### src/rtl/blink_pkg.sv
// Shared types and constants for the blink decoder: FSM state encoding,
// element codes and the per-symbol element limit.
package blink_pkg;

    typedef enum logic [1:0] {
        IDLE  = 2'd0,
        MARK  = 2'd1,
        SPACE = 2'd2
    } state_e;

    localparam logic ELEM_DOT  = 1'b0;
    localparam logic ELEM_DASH = 1'b1;

    localparam int MAX_ELEMS = 8;

endpackage

### src/rtl/blink_debounce.sv
// Pin conditioning for the blink decoder: 2-flop synchroniser followed by a
// stability filter. The filtered level follows the synchronised pin only after
// DEB_CYCLES consecutive differing samples, so both edges see the same delay
// and pulse widths are preserved. rise_o/fall_o are high for the first cycle
// at the new filtered level.
module blink_debounce #(
    parameter int DEB_CYCLES = 4
) (
    input  logic clk,
    input  logic rst,
    input  logic din_i,
    output logic level_o,
    output logic rise_o,
    output logic fall_o
);

    localparam int DW = (DEB_CYCLES > 1) ? $clog2(DEB_CYCLES) : 1;
    localparam logic [DW-1:0] DEB_LAST = DW'(DEB_CYCLES - 1);

    logic          sync1_q, sync2_q;
    logic          level_q, rise_q, fall_q;
    logic [DW-1:0] cnt_q;

    // Synchronise, then flip the filtered level after a run of DEB_CYCLES differing samples.
    always_ff @(posedge clk or posedge rst) begin
        if (rst) begin
            sync1_q <= 1'b0;
            sync2_q <= 1'b0;
            level_q <= 1'b0;
            rise_q  <= 1'b0;
            fall_q  <= 1'b0;
            cnt_q   <= '0;
        end else begin
            sync1_q <= din_i;
            sync2_q <= sync1_q;
            rise_q  <= 1'b0;
            fall_q  <= 1'b0;
            if (sync2_q != level_q) begin
                if (cnt_q == DEB_LAST) begin
                    level_q <= sync2_q;
                    rise_q  <= sync2_q;
                    fall_q  <= ~sync2_q;
                    cnt_q   <= '0;
                end else begin
                    cnt_q <= cnt_q + DW'(1);
                end
            end else begin
                cnt_q <= '0;
            end
        end
    end

    assign level_o = level_q;
    assign rise_o  = rise_q;
    assign fall_o  = fall_q;

endmodule

### src/rtl/blink_decoder.sv
// Blink pattern decoder: measures debounced high pulses as dots/dashes,
// packs up to MAX_ELEMS elements per symbol, ends a symbol on a long low gap
// and presents it on a valid/ready interface.
// Optional: define BLINK_DECODER_STATS_EN to add the sym_count output
// (saturating count of symbols accepted by the consumer).
module blink_decoder
    import blink_pkg::*;
#(
    parameter int CNT_W      = 16,
    parameter int DEB_CYCLES = 4,
    parameter int DOT_MAX    = 1000,
    parameter int DASH_MAX   = 4000,
    parameter int GAP_MIN    = 3000
) (
    input  logic       clk,
    input  logic       rst,
    input  logic       blink_in,
    input  logic       sym_ready,
    output logic       sym_valid,
    output logic [7:0] sym_data,
    output logic [3:0] sym_len,
    output logic       sym_err,
    output logic       sym_ovf
`ifdef BLINK_DECODER_STATS_EN
    ,
    output logic [7:0] sym_count
`endif
);

    localparam logic [CNT_W-1:0] CNT_MAX = {CNT_W{1'b1}};
    localparam logic [CNT_W-1:0] DOT_C   = CNT_W'(DOT_MAX);
    localparam logic [CNT_W-1:0] DASH_C  = CNT_W'(DASH_MAX);
    localparam logic [CNT_W-1:0] GAP_C   = CNT_W'(GAP_MIN);
    localparam logic [3:0]       MAX_LEN = 4'(MAX_ELEMS);

    logic level, rise, fall;

    blink_debounce #(.DEB_CYCLES(DEB_CYCLES)) u_deb (
        .clk     (clk),
        .rst     (rst),
        .din_i   (blink_in),
        .level_o (level),
        .rise_o  (rise),
        .fall_o  (fall)
    );

    // Run-length counter: on a filtered edge strobe it still holds the width
    // of the level just ended; it restarts at 1 for the new level.
    logic [CNT_W-1:0] cnt_q, cnt_d;

    // Next count: restart on either edge, otherwise saturating increment.
    always_comb begin
        cnt_d = cnt_q;
        if (rise || fall)        cnt_d = CNT_W'(1);
        else if (cnt_q != CNT_MAX) cnt_d = cnt_q + CNT_W'(1);
    end

    // Run-length counter register.
    always_ff @(posedge clk or posedge rst) begin
        if (rst) cnt_q <= '0;
        else     cnt_q <= cnt_d;
    end

    logic   elem_bit, elem_long, emit;
    state_e state_q;
    logic [7:0] elem_q;
    logic [3:0] len_q;
    logic       err_q;

    assign elem_bit  = (cnt_q > DOT_C) ? ELEM_DASH : ELEM_DOT;
    assign elem_long = (cnt_q > DASH_C);
    assign emit      = (state_q == SPACE) && (cnt_q >= GAP_C);

    // Symbol assembly FSM: collect elements on falling edges, finish on a long gap.
    always_ff @(posedge clk or posedge rst) begin
        if (rst) begin
            state_q <= IDLE;
            elem_q  <= '0;
            len_q   <= '0;
            err_q   <= 1'b0;
        end else begin
            case (state_q)
                IDLE: begin
                    elem_q <= '0;
                    len_q  <= '0;
                    err_q  <= 1'b0;
                    // A one-cycle pulse (DEB_CYCLES=1) can rise during the emit
                    // cycle and fall here; capture it as the first element.
                    if (fall) begin
                        elem_q  <= 8'(elem_bit);
                        len_q   <= 4'd1;
                        err_q   <= elem_long;
                        state_q <= SPACE;
                    end else if (level) begin
                        state_q <= MARK;
                    end
                end
                MARK: begin
                    if (fall) begin
                        if (len_q < MAX_LEN) begin
                            elem_q[len_q[2:0]] <= elem_bit;
                            len_q              <= len_q + 4'd1;
                            err_q              <= err_q | elem_long;
                        end else begin
                            err_q <= 1'b1;
                        end
                        state_q <= SPACE;
                    end
                end
                SPACE: begin
                    if (emit)       state_q <= IDLE;
                    else if (level) state_q <= MARK;
                end
                default: state_q <= IDLE;
            endcase
        end
    end

    logic       valid_q, ovf_q;
    logic [7:0] data_q;
    logic [3:0] slen_q;
    logic       serr_q;
    logic       accept;

    assign accept = valid_q & sym_ready;

    // Output holding register: load on emit when free (or freed this cycle), else flag a drop.
    always_ff @(posedge clk or posedge rst) begin
        if (rst) begin
            valid_q <= 1'b0;
            ovf_q   <= 1'b0;
            data_q  <= '0;
            slen_q  <= '0;
            serr_q  <= 1'b0;
        end else begin
            ovf_q <= 1'b0;
            if (emit) begin
                if (!valid_q || sym_ready) begin
                    valid_q <= 1'b1;
                    data_q  <= elem_q;
                    slen_q  <= len_q;
                    serr_q  <= err_q;
                end else begin
                    ovf_q <= 1'b1;
                end
            end else if (accept) begin
                valid_q <= 1'b0;
            end
        end
    end

    assign sym_valid = valid_q;
    assign sym_data  = data_q;
    assign sym_len   = slen_q;
    assign sym_err   = serr_q;
    assign sym_ovf   = ovf_q;

`ifdef BLINK_DECODER_STATS_EN
    logic [7:0] count_q;

    // Saturating count of symbols handed to the consumer.
    always_ff @(posedge clk or posedge rst) begin
        if (rst)                          count_q <= '0;
        else if (accept && count_q != 8'hFF) count_q <= count_q + 8'd1;
    end

    assign sym_count = count_q;
`endif

endmodule

### config.mk
export PLATFORM = sky130hd
export DESIGN_NAME = blink_decoder
export DESIGN_NICKNAME = d
export VERILOG_FILES = /design/src/rtl/blink_pkg.sv /design/src/rtl/blink_debounce.sv /design/src/rtl/blink_decoder.sv
export SDC_FILE = /design/constraint.sdc
export NUM_CORES = 1
export LEC_CHECK = 0
export CORE_UTILIZATION = 52
export CTS_CLUSTER_SIZE = 10
export DETAILED_ROUTE_END_ITERATION = 10
export PLACE_DENSITY = 0.75
export SYNTH_ARGS = -nofsm -noshare
export SYNTH_HDL_FRONTEND = slang
export SYNTH_HIERARCHICAL = 1
export SYNTH_SLANG_ARGS = --single-unit
### constraint.sdc
create_clock -name clk -period 1.8 [get_ports clk]
set_input_delay 0.27 -clock clk [delete_from_list [all_inputs] [get_ports clk]]
set_output_delay 0.27 -clock clk [all_outputs]
set_load 0.05 [all_outputs]
==> results of run 1 <==
## cells in the final DEF, fill, tap and decap left out, types with 2 or more instances in the layout
| cell | synthesis | layout |
|---|---|---|
| dlymetal6s2s_1 | 0 | 4 |
| a22o_1 | 4 | 4 |
| o31ai_1 | 6 | 3 |
| nand2_1 | 22 | 22 |
| nand2b_1 | 8 | 8 |
| and2_1 | 4 | 4 |
| a21o_1 | 2 | 2 |
| or3_1 | 6 | 6 |
| nand4_1 | 6 | 6 |
| a21oi_2 | 0 | 2 |
| xor2_1 | 2 | 2 |
| clkbuf_8 | 0 | 5 |
| buf_6 | 0 | 2 |
| nor4_2 | 2 | 2 |
| xnor2_1 | 2 | 2 |
| o21ba_2 | 2 | 2 |
| dfrtp_2 | 0 | 7 |
| clkdlybuf4s50_1 | 0 | 14 |
| inv_1 | 8 | 6 |
| mux2i_1 | 5 | 5 |
| ha_1 | 4 | 2 |
| nand3_1 | 4 | 3 |
| nor3_2 | 1 | 2 |
| nor3b_1 | 4 | 3 |
| nor2_1 | 12 | 12 |
| nor4_1 | 3 | 2 |
| or4_4 | 1 | 2 |
| dfrtp_1 | 53 | 46 |
| a31oi_1 | 5 | 4 |
| nor3_1 | 4 | 3 |
| mux2_4 | 0 | 13 |
| nor2b_1 | 5 | 5 |
| buf_12 | 0 | 2 |
| or4_1 | 3 | 2 |
| and3_1 | 4 | 4 |
| o31ai_2 | 0 | 3 |
| o21ai_0 | 21 | 19 |
| inv_2 | 0 | 2 |
| buf_4 | 1 | 29 |
| a21oi_1 | 9 | 7 |
## cell type report
type / instances / area share, %
Clock buffer: 6 / 2.07
Tap cell: 67 / 2.40
Inverter: 8 / 0.858
Timing Repair Buffer: 52 / 14.2
Clock inverter: 2 / 1.11
Multi-Input combinational cell: 183 / 41.3
Sequential cell: 53 / 38.1
## logic make-up (layout without fill, tap and decap cells)
| logic type | after synthesis | in the layout | share of synthesized area, % |
|---|---|---|---|
| mux | 18 | 18 | 7.36 |
| buf+inv | 18 | 68 | 2.72 |
| flops | 53 | 53 | 49.7 |
| xor+xnor | 4 | 4 | 1.31 |
| simple gates | 97 | 97 | 21.6 |
| fa+ha+maj | 4 | 4 | 1.87 |
| compound gates | 60 | 60 | 15.4 |
## power groups by stage
stage | Combinational (mW) | Sequential, mW | Clock [mW]
after floorplan | 0.544 | 1.48 | 0
after global placement | 0.832 | 1.49 | 0
after detailed placement | 0.852 | 1.50 | 0
after CTS | 0.961 | 1.48 | 0.819
after global routing | 1.14 | 1.51 | 0.864
final | 1.04 | 1.49 | 0.810
## registers in the layout, indices dropped and copies added (netlist names)
register and flops:
sym_valid 1, u_deb/rise_o 1, sym_data 8, sym_len 4, sym_ovf 1, elem_q 8, u_deb/level_o 1, err_q 1
u_deb/sync2_q 1, len_q 4, sym_err 1, state_q 2, u_deb/cnt_q 2, cnt_q 16, u_deb/sync1_q 1, u_deb/fall_o 1
## cells in the mapped netlist (all sizes together) (2+ instances only)
library cell  number  area share, %
a21o               2           0.56
a21oi              9            1.7
a22o               4            1.3
a31oi              6            1.6
and2               4           0.94
and3               4           0.94
buf                2           0.47
clkbuf             8            1.1
dfrtp             53             50
ha                 4            1.9
inv                8            1.1
mux2              13            5.5
mux2i              5            1.9
nand2             23            3.3
nand2b             8            1.9
nand3              5            1.4
nand4              7            1.9
nor2              12            1.7
nor2b              5            1.2
nor3               5            1.1
nor3b              4            1.1
nor4               5            1.6
o21ai             21            3.9
o21ba              2           0.75
o31ai              6            1.7
or3                6            1.4
or4                4            1.3
xnor2              2           0.66
xor2               2           0.66
## final timing paths
kind / startpoint / end / slack, ns / cells after the start
min reg2reg: u_deb/sync1_q / u_deb/sync2_q / 0.38 / 0
min: rst / u_deb/cnt_q[1] / 0.24 / 2
max in group asynchronous: rst / cnt_q[4] / 1.22 / 3
max: cnt_q[1] / sym_len[2] / -0.07 / 5
min in group clk: u_deb/sync1_q / u_deb/sync2_q / 0.38 / 0
max reg2reg: cnt_q[1] / sym_len[2] / -0.07 / 5
## timing repair
| item | in CTS | in global routing |
|---|---|---|
| cloned | 1 | 0 |
| resized for setup | 28 | 24 |
| setup endpoints to repair | 16 | 29 |
| setup buffers | 5 | 2 |
| pin swaps | 5 | 9 |
## per-layer routing
layer / routed length, µm / share of wire (%)
met2: 3170 / 49
met3: 283 / 4.4
met4: 118 / 1.8
met1: 2870 / 45
met5: 0 / 0
## worst reg2reg max path, stage by stage, from the launching register on
cell and delay, ns:
dfrtp_1 0.41, nor4b_4 0.32, nand4_1 0.23, a31oi_4 0.31, clkbuf_16 0.21, mux2_4 0.30
## per-stage QoR
step                      cells  hold WS [ns]  setup TNS, ns  utilization (%)
after floorplan             254        0.0734              0                -
after global placement      355         0.349       -0.00969             64.6
after detailed placement    355         0.350         -0.194             64.6
after CTS                   369         0.243         -0.257             70.8
after global routing        371         0.276          -1.80             72.6
final                       371         0.239         -0.722             72.6
==> reports/qor.csv, run 1 <==
stage,metric,value,unit
global_routing,grt_pass1_wl,10100,µm
sta,skew,0.00839,ns
placement,pre_cts_slack,-0.0317,ns
clock_tree,cts_inserted_buffers,5,
placement,port-buffer-count,18,
power_and_ir_drop,p_clk_share,24.2,%
power_and_ir_drop,vdd_drop_max,0.000540,V
route,routed_wl,6440,µm
synth,synthCells,254,
status,status,"complete, but fails checks",
critical_path,slowest_stage,dfrtp_1,
synth,ys_ff_latch,53,
critical_path,crit_arrival,2.07,ns
layout,antenna_cells,0,
sta,tightestPinTransition,0.508,ns
route,vias,2178,
die,die_height,73.7,µm
layout,final-seq-area,1340,µm²
synth,ys_seq_area_share,49.7,%
die,pin_count,19,
critical_path,worstPathRequired,2.00,ns
sta,fmax,535,MHz
global_routing,busiest_layer,met2,
power_and_ir_drop,pwr_density_cell,955,nW/µm²
power_and_ir_drop,internal_power,2.24,mW
sta,slew_viol_final,0,
global_routing,grtUsageMet1,34.1,%
clock_tree,holdBufCountCts,0,
global_routing,grt_pass1_vias,2110,
synth,synth_cell_type_count,53,
layout,fin_area,3500,µm²
critical_path,start_kind,flip-flop,
clock_tree,clk_pin_slew,0.09,ns
layout,multi_input_area,1440,µm²
power_and_ir_drop,comb_power_share,31.2,%
hold_path,hp-class,primary input to asynchronous set/reset pin,
global_routing,antenna_found_initial,0,
sta,finalWorstSetupSlack,-0.0696,ns
route,drtIter0Drc,172,
clock_tree,cts-root-buf,clkbuf_8,
route,drt_first_pass_iters,4,
die,core,4820,µm²
power_and_ir_drop,p_leak,1.56,nW
clock_tree,cts_tree,built,
global_routing,use_met2,40.6,%
clock_tree,cts_sinks,53,
status,violations,negative setup slack,
die,die_area,5430,µm²
critical_path,worstPathBufferInverterCount,1,
sta,hold_viol,0,
placement,place_hpwl,3870,µm
clock_tree,clkLatencyLatePin,0.31,ns
synth,syn_area,2670,µm²
die,start_util,55.4,%
sta,finalSetupViolCount,13,
global_routing,overflow,0,
layout,fill_cells,345,
global_routing,met3_usage,3.29,%
route,drc,0,
global_routing,grt_max_degree,47,
synth,syn_area_per_cell,10.5,µm²
clock_tree,cts.path.max_buffers,2,
critical_path,endpoint_kind,flip-flop,
synth,synth-edff-count,0,
route,via_per_inst,5.87,
layout,final_nets,311,
layout,syn_to_final_growth,31.1,%
die,dieWidth,73.7,µm
layout,drive_gt1_share,30.9,%
clock_tree,cts.htree.levels,2,
power_and_ir_drop,p_switching,1.10,mW
synth,synth_flop_cell,dfrtp_1,
sta,finalCriticalPeriod,1.87,ns
synth,synthesis.nets,262,
sta,slew_headroom,65.8,%
sta,timing.final.crit_share,104,%
critical_path,crit_type,flip-flop to flip-flop,
flow_run,maxCapViolCount,0,
critical_path,crit_fanout,6,
power_and_ir_drop,swShare,32.9,%
power_and_ir_drop,finalPower,3.34,mW
die,rows,25,
placement,placed_cell_area,3110,µm²
critical_path,slowest_delay,0.41,ns
sta,rsz0062_at_grt,true,
critical_path,path_delay_family,simple AND/OR/NAND/NOR gates,
global_routing,track_usage,25.1,%
placement,place_congestion,0.870,
critical_path,path_cells,"nor4b_4, nand4_1, a31oi_4, clkbuf_16, mux2_4",
synth,ys.warnings.count,6,
synth,async_reset_ff_share,100,%
route,drtAntennaViolNets,0,
route,drt-wirelength-per-cell,17.4,µm
power_and_ir_drop,p_seq_share,44.6,%
Power figures use the tool's default switching activity.
==> inputs of run 2 (changes only) <==
- CTS_CLUSTER_DIAMETER: unset -> 150
==> results of run 2 <==
No change in the layout: final DEF, timing and power equal those of run 1.
==> inputs of run 3 (changes only) <==
- CORE_UTILIZATION: 52 -> 55
- CTS_BUF_LIST: unset -> sky130_fd_sc_hd__clkbuf_4 sky130_fd_sc_hd__clkbuf_8
- PLACE_DENSITY: 0.75 -> 0.78
==> run 3 against run 2 <==
Net effect:
- die area is 5.3% lower
- maximum frequency rose by 3.8%
- combinational power decreased by 11%
- clock power fell by 14%
- cell count down 4.6%
- worst hold slack got worse by 0.032 ns
- register-to-register slack improved by 0.07 ns
- critical path depth did not move
- the run still ends with negative setup slack left
- setup slack gained 0.068 ns
- cell area decreased by 4.9%
- sequential power up 4%
- critical path type unchanged
- critical endpoint is now sym_data[5]
- clock skew is 0.0027 ns higher
==> reports/qor.csv, run 3 (synthesized netlist as in run 1, its figures left out) <==
stage,metric,value,unit,change
clock_tree,cts-root-buf,clkbuf_8,,
sta,hold_viol,0,,unchanged
route,via_per_inst,6.15,,+4.8%
sta,fmax,555,MHz,+3.8%
die,core,4500,µm²,-6.5%
sta,slew_viol_final,0,,unchanged
power_and_ir_drop,pwr_density_cell,954,nW/µm²,about the same
route,drt-wirelength-per-cell,17.0,µm,-2.2%
layout,largest_reg_flops,16,,unchanged
critical_path,crit_type,flip-flop to flip-flop,,
route,drtIter0Drc,174,,+1.2%
die,die_height,71.7,µm,-2.7%
global_routing,overflow,0,,unchanged
power_and_ir_drop,vdd_drop_max,0.000561,V,+4.0%
clock_tree,cts.path.max_buffers,2,,unchanged
critical_path,crit_arrival,2.00,ns,-0.07 ns
global_routing,antenna_found_initial,0,,unchanged
layout,final_cell_mix,"dfrtp_1 (42), buf_4 (29), nand2_1 (22)",,
clock_tree,cts_tree,built,,
power_and_ir_drop,p_leak,1.47,nW,-5.8%
flow_run,maxCapViolCount,0,,unchanged
placement,place_congestion,0.921,,+5.9%
hold_path,hp-class,primary input to asynchronous set/reset pin,,
clock_tree,clkLatencyLatePin,0.32,ns,about the same
clock_tree,cts.htree.levels,2,,unchanged
route,vias,2178,,unchanged
layout,antenna_cells,0,,unchanged
layout,fin_area,3330,µm²,-4.9%
die,rows,24,,-4.0%
layout,drive_gt1_share,26.2,%,-4.8 points
die,pin_count,19,,unchanged
sta,timing.final.crit_share,100,%,-3.8 points
die,die_area,5140,µm²,-5.3%
route,routed_wl,6010,µm,-6.7%
sta,finalSetupViolCount,1,,-12
global_routing,grt_pass1_vias,1985,,-5.9%
critical_path,crit_fanout,13,,+7
status,status,"complete, but fails checks",,
sta,skew,0.0111,ns,+0.00268 ns
critical_path,path_delay_family,simple AND/OR/NAND/NOR gates,,
critical_path,r2r_end,sym_data[5],,
critical_path,slowest_stage,dfrtp_2,,
placement,placed_cell_area,3100,µm²,-0.36%
critical_path,worstPathRequired,2.00,ns,about the same
power_and_ir_drop,finalPower,3.18,mW,-5.0%
die,start_util,59.3,%,+3.8 points
layout,layout_commonest_cell,dfrtp_1,,
sta,finalCriticalPeriod,1.80,ns,-0.0679 ns
critical_path,crit_start,cnt_q[2],,
layout,final_util,73.9,%,+1.2 points
clock_tree,cts_sinks,53,,unchanged
layout,syn_to_final_growth,24.6,%,
status,violations,negative setup slack,,
route,drt_first_pass_iters,4,,unchanged
critical_path,slowest_delay,0.45,ns,+0.04 ns
sta,finalWorstSetupSlack,-0.00175,ns,+0.0679 ns
sta,worst_hold_slack,0.207,ns,-0.0323 ns
critical_path,cp.depth,5,,unchanged
global_routing,track_usage,24.5,%,-0.59 points
critical_path,r2r-start,cnt_q[2],,
critical_path,endpoint_kind,flip-flop,,
sta,slew_headroom,66.1,%,+0.23 points
critical_path,path_cells,"nor4b_4, nand4_1, a31oi_2, buf_12, mux2_2",,
sta,tightestPinTransition,0.508,ns,+0.00000417 ns
layout,final_nets,309,,-0.64%
placement,place_hpwl,4000,µm,+3.3%
critical_path,start_kind,flip-flop,,
critical_path,rr_worst_depth,5,,unchanged
critical_path,worstSetupEndpoint,sym_data[5],,
global_routing,grt_pass1_wl,9600,µm,-4.9%
critical_path,worstPathBufferInverterCount,1,,unchanged
route,drc,0,,unchanged
die,dieWidth,71.7,µm,-2.7%
sta,rsz0062_at_grt,true,,
layout,regMostFlops,cnt_q,,
route,drtAntennaViolNets,0,,unchanged
placement,port-buffer-count,18,,unchanged
clock_tree,cts_inserted_buffers,5,,unchanged
critical_path,r2r_slack,-0.002,ns,+0.07 ns
clock_tree,holdBufCountCts,0,,unchanged
global_routing,grt_max_degree,47,,unchanged
clock_tree,clk_pin_slew,0.09,ns,about the same
[run 3: changes by cell type in the layout (fill, tap and decap cells not counted), moves of 3 or more]
cell and change:
mux2_4 -10, mux2_1 +7, dfrtp_1 -4, dfrtp_2 +4
dlymetal6s2s_1 -3, mux2_2 +3, o31ai_1 +3, o31ai_2 -3
[run 3: power by group]
group	switching, mW	leakage, nW	internal [mW]
combinational	0.473	0.724	0.450
clock	0.407	0.0490	0.293
sequential	0.220	0.701	1.33
total	1.10	1.47	2.08
[run 3: routing by layer]
metal  vias to the layer above  share of wire (%)  GRT usage, %
met5                         -                  0             0
met4                         0                1.4          9.37
met3                        10                4.3          5.20
met2                        53                 47          35.0
met1                      1085                 48          36.8
li1                       1030                  -             -
[run 3: worst min-delay path by stage]
stage               depth (start not counted)             end  slack (ns)     startpoint
finish                                      2  u_deb/cnt_q[1]        0.21            rst
global route                                2  u_deb/cnt_q[1]        0.25            rst
CTS                                         2  u_deb/cnt_q[1]        0.21            rst
detailed placement                          0   u_deb/sync2_q        0.36  u_deb/sync1_q
global placement                            0   u_deb/sync2_q        0.34  u_deb/sync1_q
floorplan                                   1  u_deb/cnt_q[0]        0.07            rst
[run 3: area by class of cell]
type                       count  area (µm²)
clock buffer                   6        76.3
sequential                    53        1340
fill                         318        1180
tap                           52        65.1
timing repair buffer          50         450
inverter                       8        30.0
multi-input combinational    183        1350
clock inverter                 2        13.8
[run 3: per-stage QoR]
stage                     instances  setup WS, ns  TNS (ns)
final                           354      -0.00175  -0.00175
after floorplan                 254       0.00486         0
after global routing            354       -0.0645    -0.785
after detailed placement        341       -0.0306    -0.282
after global placement          341       0.00255         0
after CTS                       351       -0.0496    -0.384
[run 3: worst register-to-register path, delay by kind of cell (launching register included)]
kind / cells / cell delay [ns]
compound gates: 1 / 0.25
flops: 1 / 0.45
buf+inv: 1 / 0.18
mux: 1 / 0.34
simple gates: 2 / 0.48
[run 3: what timing repair did]
item | 4_1_cts | 5_1_grt
resized for setup | 5 | 22
pin swaps | 3 | 3
setup buffers | 2 | 3
endpoints found under the setup margin | 19 | 32
